## src/rtl/stream_demux_pkg.sv

```systemverilog
// stream_demux_pkg: shared constants and types for the 1-to-4 stream demux.
//   NUM_LANES / SEL_W : lane count and lane-select width.
//   lane_state_e      : occupancy state of a one-entry lane register.
package stream_demux_pkg;
  localparam int NUM_LANES = 4;
  localparam int SEL_W     = 2;

  typedef enum logic {LANE_EMPTY, LANE_FULL} lane_state_e;
endpackage

```

## src/rtl/demux_lane_reg.sv

```systemverilog
// demux_lane_reg: one-entry register slice for a single demux output lane.
// Optional macro STREAM_DEMUX_BEAT_CNT_EN adds a wrapping per-lane drain counter.
// Ports:
//   clk, rst   : clock, synchronous active-high reset
//   in_load    : write in_data into the slot (caller guarantees slot can take it)
//   in_data    : DATA_W payload
//   out_valid  : slot holds a beat
//   out_ready  : downstream accepts the held beat
//   out_data   : held payload (kept after drain, not cleared)
//   beat_cnt   : drained-beat count, 0 when counter is compiled out
import stream_demux_pkg::*;

module demux_lane_reg #(
  parameter int DATA_W = 8,
  parameter int CNT_W  = 16
) (
  input  logic              clk,
  input  logic              rst,
  input  logic              in_load,
  input  logic [DATA_W-1:0] in_data,
  output logic              out_valid,
  input  logic              out_ready,
  output logic [DATA_W-1:0] out_data,
  output logic [CNT_W-1:0]  beat_cnt
);
  lane_state_e state_q, state_d;
  logic        drain;

  assign out_valid = (state_q == LANE_FULL);
  assign drain     = out_valid && out_ready;

  always_ff @(posedge clk) begin
    if (rst) state_q <= LANE_EMPTY;
    else     state_q <= state_d;
  end

  always_comb begin
    state_d = state_q;
    case (state_q)
      LANE_EMPTY: if (in_load) state_d = LANE_FULL;
      LANE_FULL:  if (drain && !in_load) state_d = LANE_EMPTY;
      default:    state_d = LANE_EMPTY;
    endcase
  end

  always_ff @(posedge clk) begin
    if (rst)          out_data <= '0;
    else if (in_load) out_data <= in_data;
  end

`ifdef STREAM_DEMUX_BEAT_CNT_EN
  logic [CNT_W-1:0] cnt_q;
  always_ff @(posedge clk) begin
    if (rst)        cnt_q <= '0;
    else if (drain) cnt_q <= cnt_q + 1'b1;  // wraps naturally
  end
  assign beat_cnt = cnt_q;
`else
  assign beat_cnt = '0;
`endif
endmodule

```

## src/rtl/stream_demux_1x4.sv

```systemverilog
// stream_demux_1x4: registered 1-to-4 valid/ready stream demultiplexer.
// Each lane is a one-entry slice, so a stalled lane only blocks beats aimed at it.
// Optional macro STREAM_DEMUX_BEAT_CNT_EN enables per-lane beat counters.
// Ports:
//   clk, rst          : clock, synchronous active-high reset
//   s_valid/s_ready   : input handshake
//   s_data, s_sel     : input payload and destination lane
//   m_valid, m_ready  : per-lane handshake, bit k = lane k
//   m_data            : lane k at [k*DATA_W +: DATA_W]
//   beat_cnt          : lane k at [k*CNT_W +: CNT_W], 0 if feature compiled out
import stream_demux_pkg::*;

module stream_demux_1x4 #(
  parameter int DATA_W = 8,
  parameter int CNT_W  = 16
) (
  input  logic                        clk,
  input  logic                        rst,
  input  logic                        s_valid,
  output logic                        s_ready,
  input  logic [DATA_W-1:0]           s_data,
  input  logic [SEL_W-1:0]            s_sel,
  output logic [NUM_LANES-1:0]        m_valid,
  input  logic [NUM_LANES-1:0]        m_ready,
  output logic [NUM_LANES*DATA_W-1:0] m_data,
  output logic [NUM_LANES*CNT_W-1:0]  beat_cnt
);
  logic [NUM_LANES-1:0] load;

  // Selected lane can take a beat if empty or draining this cycle.
  assign s_ready = !rst && (!m_valid[s_sel] || m_ready[s_sel]);

  genvar k;
  generate
    for (k = 0; k < NUM_LANES; k++) begin : g_lane
      assign load[k] = s_valid && s_ready && (s_sel == SEL_W'(k));

      demux_lane_reg #(.DATA_W(DATA_W), .CNT_W(CNT_W)) u_lane (
        .clk       (clk),
        .rst       (rst),
        .in_load   (load[k]),
        .in_data   (s_data),
        .out_valid (m_valid[k]),
        .out_ready (m_ready[k]),
        .out_data  (m_data[k*DATA_W +: DATA_W]),
        .beat_cnt  (beat_cnt[k*CNT_W +: CNT_W])
      );
    end
  endgenerate
endmodule

```

## config.mk

```make
export PLATFORM = sky130hd
export DESIGN_NAME = stream_demux_1x4
export DESIGN_NICKNAME = d
export VERILOG_FILES = /design/src/rtl/stream_demux_pkg.sv /design/src/rtl/demux_lane_reg.sv /design/src/rtl/stream_demux_1x4.sv
export SDC_FILE = /design/constraint.sdc
export NUM_CORES = 1
export LEC_CHECK = 0
export CORE_MARGIN = 3
export CORE_UTILIZATION = 31
export DETAILED_ROUTE_END_ITERATION = 8
export GPL_ROUTABILITY_DRIVEN = 0
export GPL_TIMING_DRIVEN = 0
export PLACE_DENSITY = 0.77
export SLEW_MARGIN = 20
export SYNTH_ARGS = -nofsm -noshare
export SYNTH_HDL_FRONTEND = slang
export SYNTH_SLANG_ARGS = --single-unit
```

## constraint.sdc

```tcl
create_clock -name clk -period 3.52 [get_ports clk]
set_clock_uncertainty 0.2 [all_clocks]
set_input_delay 0.528 -clock clk [delete_from_list [all_inputs] [get_ports clk]]
set_output_delay 0.528 -clock clk [all_outputs]
set_load 0.02 [all_outputs]
```

==> results.md <==
- CTS tree: built
- Total length of routed wires: about 5.5 mm
- Ys flop type: dfxtp_1
- Final Hold Viols: 0
- Die area: approximately 7600 um2
- Post-Synth Simple-Gate Area: between 10% and 20%
- Largest net degree at the start of global routing: 11
- YS warnings: 0
- Power Internal: between 600 and 700 uW
- Worst path required time: about 2.8 ns
- Post-route cell area: 2987 um2
- Post_cts resized: 0
- Maxcap violations: 0
- Largest family of logic cells by synthesized area: buffers and inverters
- Via/cell ratio: about 4.3
- Peak VDD IR: about 230 uV
- NetSw: 284.7 uW
- Num rows: 29
- Syn Std Cell Area: 2053 um2
- Adder-cell share of the synthesized area: 0%
- Worst Setup End Kind: primary output
- Avg Cell Area, Syn: roughly 8.7 um2
- Clk root buf: clkbuf_8
- Area leader, netlist: dfxtp_1
- Crit Path Category: in -> out
- Via count: 1,873
- Synth unique cells: 26
- Starting DRT DRC Count: roughly 110
- Congestion Overflow GR: 0
- Area grow syn2layout: 45.46%
- Net Sw Frac: 29.62%
- Longest Clk Path Bufs: 2
- Global-route wire length before repair: between 8 and 9 mm
- Register area share after synthesis: approximately a third
- Multiplexer share of the synthesized area: under 10%
- R2R depth: 4
- Worst-path clk slew: 0.07 ns
- DR WL/cell: 12.61 um
- Count leader, synth: buf_4
- Async S/R FF share, synth: 0%
- Synth area leaders: dfxtp_1 35%, buf_4 25%, o311ai_0 6.0%, o31ai_1 5.9%, a21oi_1 4.9%
- Cell Area, Placed: just under 3000 um2
- Diode count: 0
- Part of the power in registers: 44.2%
- GRT Overall Usage: 13.70%
- Worst r2r dst: g_lane[0].u_lane.out_data[2]
- Min-Delay Path Depth: 2
- Die Y: 87.39 um
- DRC Markers: 0
- RSZ-0062 raised after global routing: false
- Worst r2r src: g_lane[0].u_lane.out_valid
- Synth top cells by count: 68 x buf_4, 36 x dfxtp_1, 20 x a21oi_1
- Power Density: between 300 and 400 nW/um2
- Fin crit period: ~3.3 ns
- DRT Pass-1 Iters: 4
- Pins Over Slew Limit: 0
- Leak: approximately 1.3 nW
- Clk pwr share: 31.5%
- IO Pins: approximately 120
- Post-synth top area share: 35.10%
- Post-synth EDFFs: 0
- Hold endpoint: g_lane[1].u_lane.out_data[0]
- Initial antenna violation count: 0
- Layout Nets: 374
- Area of the core: approximately 6400 um2
- Final HPWL DP: between 4 and 5 mm
- Share of cells above drive strength 1: a little under a quarter
- Insertion delay to the later sink of the worst-skew pair: approximately 0.29 ns
- R2R setup slack: approximately 2.0 ns
- Setup bufs post-CTS: 0
- Outcome: finished, final reports clean
- Die width: 87.39 um
- F_max: roughly 300 MHz
- Worst min-delay path startpoint: rst
- Count of input and output buffers: just over 50
- H-tree levels: 2
- Number of buffers created by CTS: 5
- Critical Path AT: 2.57 ns
- Number of global-route vias before repair: between 1,500 and 2,000
- Initial core utilization: about a third
- Final TNS setup: 0 ns
- Hold Buf Count CTS: 0
- Finish-stage setup viols: 0
- Clock Sinks: 36
- Comb pwr share: between 20% and 30%
- Worst slew margin: just under 60%
- DRT antenna net count: 0
- Actual slew at the worst max-slew pin: 0.6298 ns
- Worst Path Max Fanout: 10
- Finished Core Util: between 40% and 50%
- Register bit count reported by yosys: 36
- Compound-Gate Fraction of Synth Area: between 20% and 30%
- Xor/xnor share of the synthesized area: 0%
- CP Launch Type: input port
- Tcrit/Tclk final: just over 90%
- Hold WC Path Type: in -> reg
- Cells after synthesis: 236
## registers in the layout (all words and copies together), names as in the netlist
| signal | cells |
|---|---|
| g_lane.u_lane.out_data | 32 |
| g_lane.u_lane.out_valid | 4 |
## layer usage
layer	part of all wire (%)	GRT usage, %	up-vias
li1	-	-	949
met1	40	18.61	806
met2	45	20.82	111
met3	13	3.311	7
met4	1.5	5.300	0
met5	0	0	-
## worst max-delay path by stage
stage / startpoint / to / slack [ns] / depth (start not counted)
after global placement: m_ready[1] / s_ready / 0.27 / 6
final: m_ready[1] / s_ready / 0.23 / 6
after CTS: m_ready[1] / s_ready / 0.24 / 6
after global routing: m_ready[3] / s_ready / 0.16 / 6
after detailed placement: m_ready[1] / s_ready / 0.24 / 6
after floorplan: s_sel[0] / s_ready / 1.18 / 4
## kinds of logic (layout without fill, tap and decap cells)
group / count (synthesis) / in the layout
buffers and inverters: 97 / 156
and+or+nand+nor: 33 / 33
muxes: 1 / 1
DFF: 36 / 36
AOI/OAI and AO/OA: 68 / 68
other: 1 / 64
## through the flow
step                      setup slack [ns]  hold slack [ns]  power [mW]  cells
after floorplan                      1.177           0.2796      0.6041    299
after global placement              0.2653           0.2554      0.6608    427
after detailed placement            0.2398           0.2676      0.6637    427
after CTS                           0.2383           0.2200      0.9654    435
after global routing                0.1633           0.2228       1.005    435
final                               0.2260           0.2245      0.9611    435
## cell type report
class                      instances  area [um2]
timing repair buffer              51       510.5
buffer                            87       599.3
inverter                          10       37.54
sequential                        36       720.7
multi-input combinational        166       932.1
tap                               77       96.34
fill                             622        3400
clock buffer                       8       90.09
## cells in the final DEF, fill, tap and decap left out
cell type and n:
buf_4 68, conb_1 64, clkdlybuf4s50_1 51, dfxtp_1 36
a21oi_1 20, nand4_1 16, o31ai_1 16, clkbuf_1 14
o311ai_0 14, o21ai_0 13, inv_1 9, clkbuf_8 6
nor2b_1 4, nand2b_1 4, nor2_1 3, o21ai_1 3
buf_1 3, buf_6 2, buf_2 2, o311ai_2 2
inv_2 1, mux4_2 1, and3b_1 1, nor3b_2 1
nand3_2 1, or3b_1 1, nand3b_1 1, nand3_1 1
## power groups by stage
| stage | Combinational (mW) | Clock (mW) | Sequential [mW] |
|---|---|---|---|
| floorplan | 0.158 | 0 | 0.446 |
| global placement | 0.227 | 0 | 0.434 |
| detailed placement | 0.229 | 0 | 0.435 |
| CTS | 0.230 | 0.311 | 0.425 |
| global route | 0.250 | 0.329 | 0.426 |
| finish | 0.233 | 0.303 | 0.425 |
## critical path, stage by stage
cell,delay (ns)
clkdlybuf4s50_1,0.48
nor2b_1,0.05
clkbuf_1,0.23
mux4_2,0.50
nor2_1,0.14
clkdlybuf4s50_1,0.63
Note: power is estimated with default switching activity, not from simulation.
